File: src/rtl/hex_segment_reader.sv
// Loopback monitor for a 7-segment display bus: waits for a pattern to hold
// for STABLE_CYCLES edges, then reports it once as a digit, a blank, or an error.
module hex_segment_reader #(
  parameter int unsigned STABLE_CYCLES = 4
) (
  input  logic       CLOCK_50,
  input  logic       reset,
  input  logic [6:0] Display,
  output logic [3:0] Value,
  output logic       value_valid,
  output logic       bad_pattern,
  output logic       blank,
  output logic       locked,
  output logic [7:0] err_count
);

  // state    | meaning
  // SETTLING | pattern changed recently, stability counter running
  // LOCKED   | current pattern reported, holding until it changes
  typedef enum logic {
    SETTLING = 1'b0,
    LOCKED   = 1'b1
  } state_t;

  localparam logic [7:0] NCYC = STABLE_CYCLES[7:0];
  localparam logic [6:0] BLANK_CODE = 7'h7F;

  state_t     state_q, state_d;
  logic [6:0] seg_q;
  logic [7:0] cnt_q, cnt_d, cnt_inc;
  logic       changed;
  logic       report;
  logic       dig_legal;
  logic [3:0] dig_val;
  logic       is_blank;

  // Inverse of the hex_display encoder, segments active-low.
  always_comb begin
    dig_legal = 1'b1;
    dig_val   = 4'h0;
    case (Display)
      7'h40: dig_val = 4'h0;
      7'h79: dig_val = 4'h1;
      7'h24: dig_val = 4'h2;
      7'h30: dig_val = 4'h3;
      7'h19: dig_val = 4'h4;
      7'h12: dig_val = 4'h5;
      7'h02: dig_val = 4'h6;
      7'h78: dig_val = 4'h7;
      7'h00: dig_val = 4'h8;
      7'h18: dig_val = 4'h9;
      7'h08: dig_val = 4'hA;
      7'h03: dig_val = 4'hB;
      7'h46: dig_val = 4'hC;
      7'h21: dig_val = 4'hD;
      7'h06: dig_val = 4'hE;
      7'h0E: dig_val = 4'hF;
      default: dig_legal = 1'b0;
    endcase
  end

  assign is_blank = (Display == BLANK_CODE);

  // cnt == 0 only right after reset; treat it as a fresh pattern.
  assign changed = (Display != seg_q) || (cnt_q == 8'd0);
  assign cnt_inc = (cnt_q >= NCYC) ? NCYC : cnt_q + 8'd1;
  assign cnt_d   = changed ? 8'd1 : cnt_inc;
  // A saturated counter means this run was already reported.
  assign report  = (cnt_d == NCYC) && (changed || (cnt_q != NCYC));

  always_comb begin
    state_d = state_q;
    if (report) begin
      state_d = LOCKED;
    end else if (changed) begin
      state_d = SETTLING;
    end
  end

  always_ff @(posedge CLOCK_50) begin
    if (reset) begin
      state_q <= SETTLING;
    end else begin
      state_q <= state_d;
    end
  end

  assign locked = (state_q == LOCKED);

  always_ff @(posedge CLOCK_50) begin
    if (reset) begin
      seg_q       <= BLANK_CODE;
      cnt_q       <= 8'd0;
      Value       <= 4'h0;
      value_valid <= 1'b0;
      bad_pattern <= 1'b0;
      blank       <= 1'b0;
      err_count   <= 8'd0;
    end else begin
      seg_q       <= Display;
      cnt_q       <= cnt_d;
      value_valid <= 1'b0;
      bad_pattern <= 1'b0;
      if (report) begin
        if (dig_legal) begin
          Value       <= dig_val;
          value_valid <= 1'b1;
          blank       <= 1'b0;
        end else if (is_blank) begin
          blank <= 1'b1;
        end else begin
          bad_pattern <= 1'b1;
          blank       <= 1'b0;
          if (err_count != 8'hFF) begin
            err_count <= err_count + 8'd1;
          end
        end
      end
    end
  end

endmodule

File: config.mk
export PLATFORM = sky130hd
export DESIGN_NAME = hex_segment_reader
export DESIGN_NICKNAME = d
export VERILOG_FILES = /design/src/rtl/hex_segment_reader.sv
export SDC_FILE = /design/constraint.sdc
export NUM_CORES = 1
export LEC_CHECK = 0
export ABC_CLOCK_PERIOD_IN_PS = 6000
export CAP_MARGIN = 30
export CORE_MARGIN = 3
export CORE_UTILIZATION = 50
export DETAILED_ROUTE_END_ITERATION = 12
export GPL_TIMING_DRIVEN = 0
export PLACE_DENSITY = 0.85
export SYNTH_ARGS = -nofsm -noshare
export SYNTH_HDL_FRONTEND = slang
export SYNTH_SLANG_ARGS = --single-unit
File: constraint.sdc
create_clock -name CLOCK_50 -period 6 [get_ports CLOCK_50]
set_input_delay 1.8 -clock CLOCK_50 [delete_from_list [all_inputs] [get_ports CLOCK_50]]
set_output_delay 1.8 -clock CLOCK_50 [all_outputs]
set_load 0.01 [all_outputs]
### Word level (Yosys, flattened, before mapping)

Index checks and enable logic that the tools add are counted.

| word-level totals | value |
|---|---|
| flip-flop bits (word level) | 31 |
| word-level logic and storage cells | 55 |

| operators by class | value |
|---|---|
| add/sub/neg operators | 2 |
| order comparisons | 1 |
| equality and inequality tests | 20 |
| multiplexer cells | 10 |
| bitwise logic cells | 3 |
| reduce and logical (&&, ||, !) cells | 11 |

Operators by type and width:

| kind | number |
|---|---|
| case mux 4 bit (15 select lines) | 1 |
| equality test 7 bit, second input constant | 5 |
| equality test 7 x 5 -> 1 bit, second input constant | 3 |
| equality test 7 x 6 -> 1 bit, second input constant | 3 |
| adder 8 x 1 -> 8 bit, second input constant | 2 |
| 2-to-1 mux 8 bit | 2 |
| OR reduction 16 bit | 1 |
| equality test 7 x 2 -> 1 bit, second input constant | 2 |
| equality test 7 x 4 -> 1 bit, second input constant | 2 |
| equality test 8 x 3 -> 1 bit, second input constant | 1 |
| >= comparator 8 x 3 -> 1 bit, second input constant | 1 |
| zero test 8 bit | 1 |
| != test 8 x 3 -> 1 bit, second input constant | 1 |
| != test 8 bit, second input constant | 1 |
| equality test 7 x 3 -> 1 bit, second input constant | 1 |
| zero test 7 bit | 1 |
| 2-to-1 mux 1 bit | 7 |
| != test 7 bit | 1 |
| AND reduction 4 bit | 1 |
| inverter 1 bit | 3 |
| OR reduction 3 bit | 1 |
| logical OR 1 bit | 2 |
| AND reduction 2 bit | 1 |
| nonzero test 2 bit | 1 |
| other kinds (2) | 2 |

### Logic depth before layout (Yosys ltp)

Gate-level depths: netlist of run 1.

| logic depth | value |
|---|---|
| depth after elaboration | 7 |
| gate-level depth with buffers | 9 |
| gate-level depth less buffers | 8 |

### Least setup slack after synthesis of run 1

No wires, ideal clock.

| timing | value |
|---|---|
| kind | input to register |
| from | input port Display[0] |
| to | register err_count[2] |
| setup time | 121 ps |
| arrival time | 3,226 ps |
| required time | 5,879 ps |
| path slack | 2,653 ps |
| cell stages on the path | 8 |
| path buffers | 2 |
| cell sequence | buf_6 xor2_1 nor4_1 and3_2 nand3_2 buf_2 nor3_1 mux2_2 |

| on the way | value |
|---|---|
| cells in the longest elaborated chain, start to end | 6 |
| elaborated cells on any way between the ends | 28 |

Ends and longest elaborated chain:

| element | RTL line | source |
|---|---|---|
| start, declared | 8 | `input logic [6:0] Display,` |
| != test 7 bit | 65 | `assign changed = (Display != seg_q) \|\| (cnt_q == 8'd0);` |
| logical OR 1 bit | 65 |  |
| 2-to-1 mux 8 bit | 67 | `assign cnt_d = changed ? 8'd1 : cnt_inc;` |
| equality test 8 x 3 -> 1 bit | 69 | `assign report = (cnt_d == NCYC) && (changed \|\| (cnt_q != NCYC));` |
| logical AND 1 bit | 69 |  |
| AND reduction 4 bit (no source line) (*) | - |  |
| end signal, assigned | 115 | `err_count <= err_count + 8'd1;` |
| end, declared | 14 | `output logic [7:0] err_count` |

Mark *: on every way between the ends. The rest lies on a longest branch, timed or not.
A chain may end at the register's enable or synchronous reset.

### Worst setup path after layout of run 1

| timing | value |
|---|---|
| from | input port Display[4] |
| to | register err_count[0] |

Same word-level chain as after synthesis.

==> flow_summary.toml, run 1 <==
[clock_tree]
cts.repair.resized = 0
cts_sinks = 31
path_clk_slew_ns = 0.09
clk_latency_ns = 0.33
postCtsSetupBuffers = 0
htreeDepth = 2
cts_buffer_depth = 2
postCtsHoldBufs = 0
root_buffer = "clkbuf_4"
numCtsBuffers = 5
cts_tree = "done"

[global_route]
grt_start_max_net_pins = 11
grt_pass1_wl_um = 6030
grt-ovfl-total = 0
grt_usage = 0.188
antenna_found_initial = 0
grt_pass1_vias = 1330

[sta]
setup_tns_ns = 0
setup_viol = 0
slew_violations = 0
timing.final.crit_share = 0.628
slew_headroom = 0.622
finalCriticalPeriod_ns = 3.77
worstMarginPinSlew_ns = 0.562
grt_setup_unrepaired = "false"
hold_viol_final = 0
timing.fmax_mhz = 265
skew_ns = 0.0155

[critical_path]
reg2reg_slack_ns = 3.95
required_ns = 6.26
path_class = "primary input to flop"
reg2reg_depth = 9
arrival_ns = 4.03
critPathMaxFanout = 10
slowest_stage = "clkdlybuf4s50_1"
cp-start-kind = "primary input"
cpPeakStageDelay_ns = 0.54
cp_num_buf_inv = 3
worstSetupEndpointType = "flop"
reg2reg_from = "cnt_q[0]"
worstPathCellList = "clkdlybuf4s50_1 > buf_6 > nor2_1 > and4_4 > a211oi_2 > nand4b_2 > buf_2 > or3_1 > a21oi_1"
cpLargestDelayFamily = "buffers and inverters"
r2r-end = "err_count[2]"

[floorplanning]
die_y_um = 63.7
core_area_um2 = 3100
die-area_um2 = 4050
io_pins = 25
rows = 20
die_w_um = 63.7
initial_core_util = 0.536

[placed_design]
post_dp_cell_area_um2 = 1970
io_buffers = 24
routabilityCongestion = 0.901
dp_hpwl_um = 2470

[hold_path]
hold_class = "flop to flop"
hold_path_depth = 1
hold_end = "locked"
hp-start = "locked"

[routing]
vias = 1485
routedWlPerCell_um = 12.9
drt_first_pass_iters = 4
viasPerCell = 5.54
drtIter0Drc = 106
drt_wl_total_um = 3450
ant_nets = 0
drc = 0

[synth]
ys_types = 51
synth.area.top_cells = "dfxtp_1, xor2_1, a21oi_1"
synthArstFlopShare = 0
synth-seq-area-share = 0.373
ys_warn_count = 0
ys_ff_latch = 31
synth_edf_count = 0
synth_area_per_cell_um2 = 8.80
yosysTopAreaCellShare = 0.373
yosysTopAreaCell = "dfxtp_1"
netlist_area_um2 = 1660
ys.flop_type = "dfxtp_1"
synth_cells = 189

[final_layout]
area_growth_pct = 22.0
nFillCells = 280
antennaDiodeCount = 0
post_route_cells_drive_above_1_share = 0.161
nNetsFinal = 236
final_area_um2 = 2030

[flow_run]
max-cap-violations = 0

[power]
power_density_nw_per_um2 = 188
p_leak_uw = 0.000740
vdd_ir_drop_max_mv = 0.169

[outcome]
status = "complete, no violations"
state kept, by name, summed over array words and instances, names as in the netlist:
| signal | flops |
|---|---|
| err_count | 8 |
| bad_pattern | 1 |
| locked | 1 |
| blank | 1 |
| value_valid | 1 |
| seg_q | 7 |
| cnt_q | 8 |
| Value | 4 |
layout make-up:
type / instances / area [µm²] / area share
well taps: 44 / 55.1 / 0.0271
multi-input cells: 145 / 958 / 0.472
flip-flops and latches: 31 / 621 / 0.306
repair buffers: 24 / 240 / 0.118
inverters: 5 / 18.8 / 0.00925
plain buffers: 12 / 80.1 / 0.0395
clock inverters: 1 / 5.00 / 0.00247
clock buffers: 6 / 51.3 / 0.0253
per-layer routing:
| metal | routed length, µm | vias to the layer above | track usage |
|---|---|---|---|
| met5 | 0 | - | 0 |
| met4 | 61 | 0 | 0.0782 |
| met1 | 1650 | 679 | 0.249 |
| met2 | 1530 | 45 | 0.279 |
| li1 | - | 753 | - |
| met3 | 212 | 8 | 0.0588 |
placed cells by master (no fill, tap or decap), types with 2 or more instances in the layout:
master and count:
nor4_1 3, clkdlybuf4s50_1 24, and3_1 2, o31ai_1 5, conb_1 5, nand3_1 11, or4b_1 2, nand2_1 7
dfxtp_1 31, nor3_1 6, buf_4 2, xor2_1 10, ha_1 3, or2b_1 2, nor2b_1 4, a21oi_1 15
nand4_1 5, or3_1 3, buf_6 2, or2_2 8, nor3_2 2, inv_1 5, or3b_2 2, nor2_1 10
buf_2 6, o21ai_0 7, o21a_1 3, or4_1 8, clkbuf_4 5
synth_stat cells, drive strengths merged, types with 4 or more instances:
cell type  number
dfxtp          31
a21oi          15
nand3          12
buf            10
nor2           10
xor2           10
nor3            8
or2             8
or4             8
nand2           7
o21ai           7
inv             5
nand4           5
o31ai           5
nor2b           4
where the power goes:
part	internal, µW	leakage [µW]	switching [µW]
clock network	54.2	0.0000341	68.3
logic	20.8	0.000451	26.3
registers	211	0.000254	2.10
how the worst max path moves through the flow:
stage               startpoint            to  cells past startpoint
detailed placement  Display[4]  err_count[0]                      9
finish              Display[4]  err_count[0]                      9
CTS                 Display[4]  err_count[0]                      9
global placement    Display[1]  err_count[2]                      9
floorplan           Display[0]  err_count[2]                      8
global route        Display[4]  err_count[0]                      9
kinds of logic after synthesis:
kind of cell | Yosys count | synth area share
compound gates | 36 | 0.133
xor+xnor | 11 | 0.0579
fa+ha+maj | 3 | 0.0226
buf+inv | 17 | 0.0594
flops | 31 | 0.373
mux | 2 | 0.0128
other cells | 1 | 0.00226
simple gates | 88 | 0.339
metrics by stage:
stage                util  total power, µW  instances  hold WS (ns)  worst slack, ns
global placement    0.636              263        261         0.454             1.92
global route        0.654              399        268         0.508             2.09
floorplan               -              248        193         0.498             2.65
CTS                 0.654              384        268         0.478             2.24
finish              0.654              382        268         0.473             2.23
detailed placement  0.636              264        261         0.457             1.90
worst register-to-register path: stages, from the launching register on:
cell,delay [ns]
dfxtp_1,0.36
inv_1,0.07
ha_1,0.30
and3b_1,0.20
o21ai_0,0.07
nand2_1,0.14
nand3_2,0.12
buf_2,0.19
nor3_1,0.16
mux2_2,0.35
Note: power is estimated with default switching activity, not from simulation.
==> run 2, diff against run 1 <==
--- a/config.mk
+++ b/config.mk
@@ -5,7 +5,7 @@
 export SDC_FILE = /design/constraint.sdc
 export NUM_CORES = 1
 export LEC_CHECK = 0
-export ABC_CLOCK_PERIOD_IN_PS = 6000
+export ABC_CLOCK_PERIOD_IN_PS = 3600
 export CAP_MARGIN = 30
 export CORE_MARGIN = 3
 export CORE_UTILIZATION = 50
==> constraint.sdc (replaced) <==
create_clock -name CLOCK_50 -period 3.6 [get_ports CLOCK_50]
set_input_delay 1.08 -clock CLOCK_50 [delete_from_list [all_inputs] [get_ports CLOCK_50]]
set_output_delay 1.08 -clock CLOCK_50 [all_outputs]
set_load 0.01 [all_outputs]
==> results of run 2 <==
The final DEF is identical to that of run 1. Status: complete, no violations.
Main changes from that run: setup slack after placement 1.90 ns -> 0.216 ns; setup slack after layout 2.23 ns -> 0.551 ns; register-to-register setup slack 3.95 ns -> 1.55 ns; total power 382 µW -> 637 µW; worst IR drop on VDD 0.169 mV -> 0.282 mV
==> run 3, diff against run 2 <==
--- a/config.mk
+++ b/config.mk
@@ -5,10 +5,10 @@
 export SDC_FILE = /design/constraint.sdc
 export NUM_CORES = 1
 export LEC_CHECK = 0
-export ABC_CLOCK_PERIOD_IN_PS = 3600
+export ABC_CLOCK_PERIOD_IN_PS = 2500
 export CAP_MARGIN = 30
 export CORE_MARGIN = 3
-export CORE_UTILIZATION = 50
+export CORE_UTILIZATION = 48
 export DETAILED_ROUTE_END_ITERATION = 12
 export GPL_TIMING_DRIVEN = 0
 export PLACE_DENSITY = 0.85
==> constraint.sdc (replaced) <==
create_clock -name CLOCK_50 -period 2.5 [get_ports CLOCK_50]
set_input_delay 0.75 -clock CLOCK_50 [delete_from_list [all_inputs] [get_ports CLOCK_50]]
set_output_delay 0.75 -clock CLOCK_50 [all_outputs]
set_load 0.01 [all_outputs]
==> flow_summary.toml, run 3 (synthesis gave the netlist of run 1 again) <==
[clock_tree]
cts_tree = "done"
root_buffer = "clkbuf_4"
htreeDepth = 2
postCtsHoldBufs = 0
numCtsBuffers = 5
cts_sinks = 31
path_clk_slew_ns = 0.10
clk_latency_ns = 0.34
cts_buffer_depth = 2

[sta]
timing.fmax_mhz = 411
slew_violations = 0
skew_ns = 0.0126
worst_slack_ns = 0.0687
setup_viol = 0
worstMarginPinSlew_ns = 0.558
timing.final.crit_share = 0.973
grt_setup_unrepaired = "true"
slew_headroom = 0.625
hold_viol_final = 0
finalCriticalPeriod_ns = 2.43

[floorplanning]
initial_core_util = 0.523
core_area_um2 = 3180
rows = 20
die_y_um = 64.9
io_pins = 25
die_w_um = 64.9
die-area_um2 = 4210

[placed_design]
post_dp_cell_area_um2 = 1970
routabilityCongestion = 0.929
io_buffers = 24
dpl_worst_slack_ns = -0.564
dp_hpwl_um = 2620

[global_route]
grt_usage = 0.188
antenna_found_initial = 0
grt-ovfl-total = 0
grt_start_max_net_pins = 11
grt_pass1_wl_um = 6240
grt_pass1_vias = 1337

[critical_path]
worstSetupEndpointType = "flop"
critPathMaxFanout = 10
reg2reg_depth = 9
required_ns = 2.78
arrival_ns = 2.71
path_class = "primary input to flop"
cp-start-kind = "primary input"

[flow_run]
max-cap-violations = 0

[routing]
drtIter0Drc = 164
ant_nets = 0
drt_first_pass_iters = 4
drt_wl_total_um = 3680
drc = 0
viasPerCell = 5.47
routedWlPerCell_um = 13.6
vias = 1476

[final_layout]
post_route_cells_drive_above_1_share = 0.173
area_growth_pct = 25.3
nNetsFinal = 237
antennaDiodeCount = 0
final_cell_mix = "dfxtp_1, clkdlybuf4s50_1, a21oi_1"
final_common_cell = "dfxtp_1"
top_regs = "cnt_q: 8 flops, err_count: 8 flops, seg_q: 7 flops"
final_area_um2 = 2080

[power]
power_density_nw_per_um2 = 462
p_leak_uw = 0.000766
finalPower_uw = 963
vdd_ir_drop_max_mv = 0.309

[outcome]
status = "complete, no violations"

[hold_path]
hold_class = "flop to flop"
hold_path_depth = 1
## run 3: changes by cell type in the layout (fill, tap and decap cells not counted), moves of 4 or more
cell	change
buf_2	-4
dlygate4sd2_1	+6
clkdlybuf4s50_1	-7
buf_4	+4
## run 3: routing by layer
| metal | track usage | part of all wire | up-vias |
|---|---|---|---|
| met5 | 0 | 0 | - |
| met4 | 0.0554 | 0.011 | 0 |
| met3 | 0.0416 | 0.049 | 5 |
| met2 | 0.296 | 0.48 | 42 |
| met1 | 0.256 | 0.46 | 674 |
| li1 | - | - | 755 |
## run 3: area by class of cell
| cell class | instances | area (µm²) |
|---|---|---|
| repair buffers | 25 | 240 |
| inverters | 5 | 18.8 |
| well taps | 44 | 55.1 |
| fillers | 284 | 1090 |
| multi-input cells | 145 | 990 |
| plain buffers | 12 | 90.1 |
| clock buffers | 8 | 68.8 |
| flip-flops and latches | 31 | 621 |
## run 3: power breakdown
group	internal (µW)	switching, µW	total (µW)
combinational	51.2	67.6	119
sequential	505	5.02	510
clock	165	169	334
## run 3: path summary, 6_finish.rpt
| kind | startpoint | end | slack [ns] |
|---|---|---|---|
| worst max register to register | cnt_q[0] | err_count[6] | 0.38 |
| worst min-delay path | locked | locked | 0.47 |
| worst min register to register | locked | locked | 0.47 |
| worst max-delay path | Display[1] | err_count[6] | 0.07 |
## run 3: timing repair
item / 4_1_cts / 5_1_grt
pin swaps: 2 / 4
cloned: 0 / 0
endpoints found under the setup margin: 10 / 6
setup buffers: 0 / 1
resized for setup: 13 / 4
## run 3: worst max-delay path: stages
cell and delay, ns:
dlygate4sd2_1 0.29, buf_4 0.19, xor2_1 0.16, nor3_1 0.21, and3_4 0.24, nand3_2 0.09
buf_2 0.19, or4_1 0.42, a21oi_1 0.15
## run 3: metrics by stage
| stage | hold WS (ns) | setup TNS [ns] | utilization | instances |
|---|---|---|---|---|
| after floorplan | 0.498 | 0 | - | 193 |
| after global placement | 0.456 | -6.14 | 0.621 | 261 |
| after detailed placement | 0.457 | -6.62 | 0.621 | 261 |
| after CTS | 0.479 | 0 | 0.648 | 269 |
| after global routing | 0.513 | -0.00477 | 0.656 | 270 |
| final | 0.474 | 0 | 0.656 | 270 |
